`src/rtl/AHB_package.sv`:
```
// AHB_package: shared AHB transfer and response encodings.
package AHB_package;
  typedef enum logic [1:0] {IDLE = 2'b00, BUSY = 2'b01, NONSEQ = 2'b10, SEQ = 2'b11} htrans_type;
  typedef enum logic [1:0] {OKAY = 2'b00, ERROR = 2'b01, RETRY = 2'b10, SPLIT = 2'b11} hresp_type;
endpackage

```
`src/rtl/ahb_default_slave_errlog.sv`:
```
// ahb_default_slave_errlog: first-error capture registers and saturating error counter.
module ahb_default_slave_errlog #(
  parameter int AHB_ADDR_WIDTH = 32,
  parameter int ERR_CNT_WIDTH  = 8
) (
  input  logic                      hclk,
  input  logic                      hreset_n,
  input  logic                      log_hit,
  input  logic                      err_clear,
  input  logic [AHB_ADDR_WIDTH-1:0] haddr,
  input  logic                      hwrite,
  output logic                      err_valid,
  output logic [AHB_ADDR_WIDTH-1:0] err_addr,
  output logic                      err_write,
  output logic [ERR_CNT_WIDTH-1:0]  err_count
);
  logic                      valid_q, valid_d, write_q, write_d, capture;
  logic [AHB_ADDR_WIDTH-1:0] addr_q, addr_d;
  logic [ERR_CNT_WIDTH-1:0]  count_q, count_d;
  // A hit coinciding with a clear starts a fresh log rather than being lost.
  assign capture = log_hit & (err_clear | ~valid_q);
  always_comb begin
    valid_d = log_hit | (valid_q & ~err_clear);
    addr_d  = capture ? haddr : err_clear ? '0 : addr_q;
    write_d = capture ? hwrite : ~err_clear & write_q;
    count_d = err_clear ? ERR_CNT_WIDTH'(log_hit)
            : (log_hit & ~&count_q) ? count_q + ERR_CNT_WIDTH'(1) : count_q;
  end
  always_ff @(posedge hclk or negedge hreset_n) begin
    if (!hreset_n) begin
      valid_q <= 1'b0;
      addr_q  <= '0;
      write_q <= 1'b0;
      count_q <= '0;
    end else begin
      valid_q <= valid_d;
      addr_q  <= addr_d;
      write_q <= write_d;
      count_q <= count_d;
    end
  end
  assign err_valid = valid_q;
  assign err_addr  = addr_q;
  assign err_write = write_q;
  assign err_count = count_q;
endmodule

```
`src/rtl/ahb_default_slave.sv`:
```
// ahb_default_slave: decode-error slave giving two-cycle ERROR for NONSEQ/SEQ and OKAY otherwise.
module ahb_default_slave
  import AHB_package::*;
#(
  parameter int AHB_ADDR_WIDTH = 32,
  parameter int AHB_DATA_WIDTH = 32,
  parameter int ERR_CNT_WIDTH  = 8
) (
  input  logic                      hclk,
  input  logic                      hreset_n,
  input  logic                      hsel,
  input  logic [AHB_ADDR_WIDTH-1:0] haddr,
  input  htrans_type                htrans,
  input  logic                      hwrite,
  input  logic                      hready,
  output logic                      hreadyout,
  output hresp_type                 hresp,
  output logic [AHB_DATA_WIDTH-1:0] hrdata,
  input  logic                      err_clear,
  output logic                      err_valid,
  output logic [AHB_ADDR_WIDTH-1:0] err_addr,
  output logic                      err_write,
  output logic [ERR_CNT_WIDTH-1:0]  err_count
);
  typedef enum logic [1:0] {OK_ST, ERR1_ST, ERR2_ST} state_e;
  state_e state_q, state_d;
  logic   err_hit;
  assign err_hit = hsel & hready & (htrans == NONSEQ | htrans == SEQ);
  always_comb begin
    state_d   = state_q == ERR1_ST ? ERR2_ST : err_hit ? ERR1_ST : OK_ST;
    hreadyout = state_q != ERR1_ST;
    hresp     = state_q == OK_ST ? OKAY : ERROR;
  end
  always_ff @(posedge hclk or negedge hreset_n) begin
    if (!hreset_n) state_q <= OK_ST;
    else           state_q <= state_d;
  end
  assign hrdata = '0;
  // Only hits that actually launch an ERROR response are logged.
  ahb_default_slave_errlog #(
    .AHB_ADDR_WIDTH(AHB_ADDR_WIDTH),
    .ERR_CNT_WIDTH (ERR_CNT_WIDTH)
  ) u_errlog (
    .hclk     (hclk),
    .hreset_n (hreset_n),
    .log_hit  (err_hit & (state_q != ERR1_ST)),
    .err_clear(err_clear),
    .haddr    (haddr),
    .hwrite   (hwrite),
    .err_valid(err_valid),
    .err_addr (err_addr),
    .err_write(err_write),
    .err_count(err_count)
  );
endmodule

```
`config.mk`:
```
export PLATFORM = sky130hd
export DESIGN_NAME = ahb_default_slave
export DESIGN_NICKNAME = d
export VERILOG_FILES = /design/src/rtl/AHB_package.sv /design/src/rtl/ahb_default_slave_errlog.sv /design/src/rtl/ahb_default_slave.sv
export SDC_FILE = /design/constraint.sdc
export NUM_CORES = 1
export LEC_CHECK = 0
export CELL_PAD_IN_SITES_DETAIL_PLACEMENT = 1
export CELL_PAD_IN_SITES_GLOBAL_PLACEMENT = 2
export CORE_MARGIN = 2
export CORE_UTILIZATION = 22
export DETAILED_ROUTE_END_ITERATION = 10
export PLACE_DENSITY = 0.79
export SYNTH_ARGS = -nofsm -noshare
export SYNTH_HDL_FRONTEND = slang
export SYNTH_SLANG_ARGS = --single-unit
```
`constraint.sdc`:
```
create_clock -name hclk -period 2.2 [get_ports hclk]
set_input_delay 0.33 -clock hclk [delete_from_list [all_inputs] [get_ports hclk]]
set_output_delay 0.33 -clock hclk [all_outputs]
set_load 0.02 [all_outputs]
```
==> summary.md, run 1 <==
| Metric | Value |
|---|---|
| Post-route cell area | 2960 um2 |
| Post-DP HPWL | roughly 3800 um |
| Top cells by area, synth | dfrtp_1 (55%), a22o_1 (14%), buf_4 (12%) |
| Via Count | roughly 1,600 |
| Crit end category | primary output |
| Clk slew on worst S/H paths | ~0.080 ns |
| Number of remaining DRC errors | 0 |
| GR Layer Usage met2 | 16.3% |
| Hold WS | -0.00688 ns |
| Endpoints failing hold | 13 |
| RSZ-0062 raised after global routing | false |
| CTS Buf Count | 5 |
| Status | complete, but fails checks |
| Top_reg_cell synth | dfrtp_1 |
| Worst Skew | 0.00467 ns |
| Slowest stage delay, CP | around 0.54 ns |
| PwrDens | approximately 620 nW/um2 |
| Worst VDD drop | 268 uV |
| Finish-stage setup viols | 0 |
| Cell Count, Final, Fillers Out | around 370 |
| CP Cell Sequence | or2_2 -> clkdlybuf4s50_1 |
| Placed inst area | about 2800 um2 |
| R2R setup slack | between 0.4 and 0.5 ns |
| Clk Latency, worst-skew pair | ~0.29 ns |
| Mapped cell area | approximately 2000 um2 |
| Synth warnings | 0 |
| Startpoint types | flip-flop |
| Fin nets | 298 |
| Synth area leader | dfrtp_1 |
| GRT busiest layer | met2 |
| Worst hold path type | in2async |
| CTS tree | yes |
| Slew Viols, Final | 0 |
| # port buffers | 82 |
| Placer Congestion | around 0.65 |
| Via density | approximately 4.3 |
| Post-synth top area share | ~55% |
| Synth Register Bits | between 40 and 50 |
| Met1 Resource Use GR | 14.4% |
| CTS H-tree lvls | 2 |
| Leakage power total | around 0.0013 uW |
| Core Area | 8760 um2 |
| Height of the chip | 99.4 um |
| Initial antenna violation count | 0 |
| Initial core utilization | between 20% and 30% |
| Die X | just under 100 um |
| Syn Area/Cell | roughly 12 um2 |
| Largest net degree at the start of global routing | 26 |
| Final worst-path cycle share | between 80 and 90% |
| DIE AREA | between 9000 and 10,000 um2 |
| Layout Area Growth over Synthesis | 47.7% |
| Number of synthesized flops with an enable pin | 0 |
| Failing checks | hold timing |
| Mapped Cells | 170 |
| Critical path's slowest cell | clkdlybuf4s50_1 |
| GRT met3 Usage | 2.74% |
| CTS resizes | 0 |
| Post-placement cell count | approximately 360 |
| Tmin final | around 1.9 ns |
| Gr ovfl total | 0 |
| Buffers & Inverters on Critical Path | 1 |
| Sequential element share of the synthesized area | a little under three fifths |
| Tot Pwr | about 1800 uW |
| Number of global-route vias before repair | approximately 1,600 |
| Count of cell types in the netlist | 30 |
| Delay-heaviest family, CP | buffers and inverters |
| Antenna diode instance count | 0 |
| CP Class | reg2out |
| Cts hold-fix bufs | 0 |
| 1st-pass router iterations | 4 |
| Arrival time worst endpoint | between 1.5 and 2 ns |
| Async SR Flop Fraction | between 90% and 100% |
| Setup Fix Bufs, Post-CTS | 0 |
| Rows | 34 |
| Wirelength, routed | roughly 5300 um |
| Maxcap violations | 0 |
| Setup TNS Final | 0 ns |
| # clock sinks | between 40 and 50 |
| Layout cells sized above 1 | under 10% |
| Global-route wire length before repair | between 8000 and 9000 um |
| Deepest clock path buffer count | 2 |
| Total track usage | a little over a tenth |
| WP data required | about 1.9 ns |
| Peak fanout along the critical path | 2 |
| I/O pins | roughly 120 |
| Iteration-0 DRC Markers | 74 |
| CTS Root Cell | clkbuf_8 |
| WL/cell | between 10 and 15 um |
| Max frequency | 536 MHz |
| Post-DRT Antenna Nets | 0 |
==> power by group <==
group,internal [uW],total (uW),leakage (uW),switching [uW]
registers,844,868,0.000600,23.4
logic,162,347,0.000654,185
clock network,337,609,0.0000552,272
==> worst reg2reg max path: cells and delay by family (launching register included) <==
kind | cells | cell delay (ns)
multiplexers | 1 | 0.37
adder cells (fa/ha/maj) | 1 | 0.26
flip-flops | 1 | 0.45
AND/OR/NAND/NOR | 3 | 0.60
==> placed cells by master, fill, tap and decap left out, types with 2 or more instances in the layout <==
cell type | netlist | final
nor2b_1 | 2 | 2
buf_4 | 33 | 5
conb_1 | 1 | 33
dfrtp_1 | 44 | 44
clkbuf_8 | 0 | 5
a21oi_1 | 3 | 3
o21ai_0 | 3 | 3
nand4_1 | 3 | 3
a22o_1 | 33 | 33
nand2b_4 | 2 | 2
nand3_1 | 3 | 3
mux2i_1 | 2 | 2
inv_1 | 3 | 3
nor4_1 | 3 | 3
a21oi_2 | 2 | 2
clkdlybuf4s50_1 | 0 | 81
nor3_1 | 2 | 2
nand2_1 | 7 | 7
a211oi_1 | 2 | 2
nor2_1 | 5 | 5
==> synthesized netlist by cell type (2+ instances only) <==
library cell / count
a211oi_1: 2
a21oi_1: 3
nor2b_1: 2
mux2i_1: 2
inv_1: 3
o21ai_0: 3
dfrtp_1: 44
nand3_1: 3
buf_4: 33
nand2b_4: 2
nor2_1: 5
nor3_1: 2
nand2_1: 7
nor4_1: 3
a21oi_2: 2
a22o_1: 33
buf_2: 6
nand4_1: 3
==> routing by layer <==
layer / part of all wire [%] / vias to the layer above
li1: - / 719
met1: 45 / 794
met2: 46 / 67
met3: 7.4 / 5
met4: 1.5 / 0
met5: 0 / -
==> kinds of logic after synthesis <==
| logic type | Yosys count | synth area share (%) |
|---|---|---|
| compound gates | 45 | 18.4 |
| buf+inv | 44 | 14.8 |
| flops | 44 | 55.0 |
| simple gates | 32 | 9.32 |
| mux | 3 | 1.56 |
| fa+ha+maj | 1 | 0.625 |
| other cells | 1 | 0.187 |
==> final timing paths <==
path | from | endpoint | cells past startpoint
min in group hclk | u_errlog.err_addr[1] | u_errlog.err_addr[1] | 1
hold reg to reg | u_errlog.err_addr[1] | u_errlog.err_addr[1] | 1
setup reg to reg | u_errlog.err_count[0] | u_errlog.err_count[5] | 5
max in group asynchronous | hreset_n | u_errlog.err_addr[31] | 2
setup / recovery | state_q[0] | hresp[0] | 2
hold / removal | hreset_n | u_errlog.err_addr[29] | 1
==> layout make-up <==
cell class                      instances  area [um2]
Fill cell                             972        5810
Sequential cell                        44        1100
Timing Repair Buffer                   88         873
Multi-Input combinational cell        114         723
Tap cell                              108         135
Clock buffer                            6        72.6
Clock inverter                          2        35.0
Inverter                                4        15.0
==> sequential cells by signal, summed over array words and instances (netlist names) <==
register / cells
state_q: 2
u_errlog.err_count: 8
u_errlog.err_valid: 1
u_errlog.err_addr: 32
u_errlog.err_write: 1
==> metrics by stage <==
stage                     setup slack [ns]  hold slack, ns  utilization (%)
after floorplan                      0.488          0.0344                -
after global placement               0.304           0.331             32.5
after detailed placement             0.254           0.336             32.5
after CTS                            0.303         0.00611             33.7
after global routing                 0.267          0.0179             33.7
final                                0.336        -0.00688             33.7
Power figures use the tool's default switching activity.
==> inputs of run 2 (changes only) <==
--- a/config.mk
+++ b/config.mk
@@ -8,9 +8,9 @@
 export CELL_PAD_IN_SITES_DETAIL_PLACEMENT = 1
 export CELL_PAD_IN_SITES_GLOBAL_PLACEMENT = 2
 export CORE_MARGIN = 2
-export CORE_UTILIZATION = 22
+export CORE_UTILIZATION = 20
 export DETAILED_ROUTE_END_ITERATION = 10
-export PLACE_DENSITY = 0.79
+export PLACE_DENSITY = 0.76
 export SYNTH_ARGS = -nofsm -noshare
 export SYNTH_HDL_FRONTEND = slang
 export SYNTH_SLANG_ARGS = --single-unit
==> constraint.sdc (replaced) <==
create_clock -name hclk -period 1.5 [get_ports hclk]
set_input_delay 0.225 -clock hclk [delete_from_list [all_inputs] [get_ports hclk]]
set_output_delay 0.225 -clock hclk [all_outputs]
set_load 0.02 [all_outputs]
==> summary.md, run 2 (synthesis gave the netlist of run 1 again) <==
| Metric | Value |
|---|---|
| Status | finished clean |
| Critical path's slowest cell | clkdlybuf4s50_1 |
| Gr ovfl total | 0 |
| Number of flip-flops in the largest register | 32 |
| CP Cell Sequence | clkdlybuf4s50_1 |
| PwrDens | slightly above 800 nW/um2 |
| Iteration-0 DRC Markers | 26 |
| Cell Count, Final, Fillers Out | 408 |
| Total track usage | between 10 and 15% |
| Worst hold path type | in2async |
| Arrival time worst endpoint | ~1.2 ns |
| Deepest clock path buffer count | 2 |
| # port buffers | a little over 80 |
| Buffers & Inverters on Critical Path | 1 |
| Via density | 4.10 |
| Post-DRT Antenna Nets | 0 |
| Number of global-route vias before repair | ~1,700 |
| Die X | roughly 100 um |
| CTS Buf Count | 5 |
| CP Class | reg2out |
| Clk Latency, worst-skew pair | a little under 0.3 ns |
| 1st-pass router iterations | 4 |
| Antenna diode instance count | 0 |
| Commonest non-fill, non-tap cell in the layout | dfrtp_1 |
| Commonest cells after routing, fill and taps aside | dfrtp_1 (40), clkdlybuf4s50_1 (35), dlygate4sd2_1 (34) |
| Clk slew on worst S/H paths | about 0.10 ns |
| Post-placement cell count | ~400 |
| WP data required | roughly 1.3 ns |
| Peak fanout along the critical path | 2 |
| Layout Area Growth over Synthesis | 62.0% |
| Max frequency | between 600 and 700 MHz |
| Finish-stage setup viols | 0 |
| Multi-input gate area in the final layout | around 800 um2 |
| Layout cells sized above 1 | 18.5% |
| Initial core utilization | between 20% and 30% |
| Via Count | between 1,500 and 2,000 |
| # fillers | around 1,100 |
| Worst Skew | 0.00778 ns |
| Endpoints failing hold | 0 |
| DIE AREA | ~11,000 um2 |
| Fin nets | 315 |
| CTS tree | yes |
| RSZ-0062 raised after global routing | true |
| Largest net degree at the start of global routing | 32 |
| Number of remaining DRC errors | 0 |
| I/O pins | between 100 and 150 |
| Tot Pwr | 2610 uW |
| Rows | 36 |
| Seq. cell area | between 1000 and 1500 um2 |
| Global-route wire length before repair | ~9500 um |
| WL/cell | between 15 and 20 um |
| CTS H-tree lvls | 2 |
| Delay-heaviest family, CP | buffers and inverters |
| Leakage power total | between 0.0015 and 0.002 uW |
| Placer Congestion | between 0.7 and 0.8 |
| Core Area | between 9000 and 10,000 um2 |
| Wirelength, routed | 6300 um |
| Slowest stage delay, CP | approximately 0.6 ns |
| Tmin final | approximately 1.5 ns |
| Height of the chip | between 100 and 150 um |
| CTS Root Cell | clkbuf_8 |
| Crit end category | primary output |
| Startpoint types | flip-flop |
| Post-DP HPWL | around 4200 um |
| Final worst-path cycle share | about 98% |
| Initial antenna violation count | 0 |
| Slew Viols, Final | 0 |
| Worst VDD drop | approximately 350 uV |
| Maxcap violations | 0 |
| # clock sinks | 44 |
-- run 2: per-stage QoR --
stage	worst slack (ns)	hold slack (ns)	area [um2]	util, %	TNS (ns)
global placement	-0.274	0.172	3000	30.9	-9.77
detailed placement	-0.350	0.176	3000	30.9	-10.67
global route	-0.0305	0.414	3240	33.3	-0.235
floorplan	0.00811	-0.0706	2140	-	0
CTS	0.00113	0.389	3080	31.7	0
finish	0.0310	0.383	3240	33.3	0
-- run 2: what timing repair did --
item | in CTS | in global routing
setup buffers | 1 | 4
gates resized for setup | 41 | 20
hold buffers | 1 | 0
pin swaps | 1 | 3
hold endpoints to repair | 15 | 0
gates cloned | 0 | 3
endpoints found under the setup margin | 38 | 42
-- run 2: layout make-up --
| cell class | instances | share of cell area (%) |
|---|---|---|
| clock buffers | 5 | 2.12 |
| repair buffers | 105 | 33.2 |
| inverters | 4 | 0.695 |
| flip-flops and latches | 44 | 34.1 |
| well taps | 133 | 5.13 |
| clock inverters | 3 | 0.733 |
| multi-input cells | 114 | 24.0 |
-- run 2: power breakdown --
part	switching, uW	internal [uW]
logic	299	256
registers	32.9	1240
clock network	449	331
-- run 2: path summary, 6_finish.rpt --
| kind | startpoint | end | slack (ns) | cells past startpoint |
|---|---|---|---|---|
| max in group asynchronous | hreset_n | u_errlog.err_count[0] | 0.59 | 3 |
| min in group hclk | htrans[1] | u_errlog.err_count[7] | 0.44 | 5 |
| min reg2reg | u_errlog.err_addr[12] | u_errlog.err_addr[12] | 0.50 | 1 |
| min | hreset_n | u_errlog.err_addr[1] | 0.38 | 2 |
| max | u_errlog.err_addr[11] | err_addr[11] | 0.03 | 1 |
| max reg2reg | u_errlog.err_count[0] | u_errlog.err_count[3] | 0.04 | 5 |
-- run 2: routing by layer --
layer / vias to the layer above / share of wire, % / global-route usage [%]
met5: - / 0 / 0
li1: 757 / - / -
met2: 70 / 49 / 18.6
met1: 845 / 45 / 13.5
met4: 0 / 0 / 2.03
met3: 0 / 6.0 / 3.01
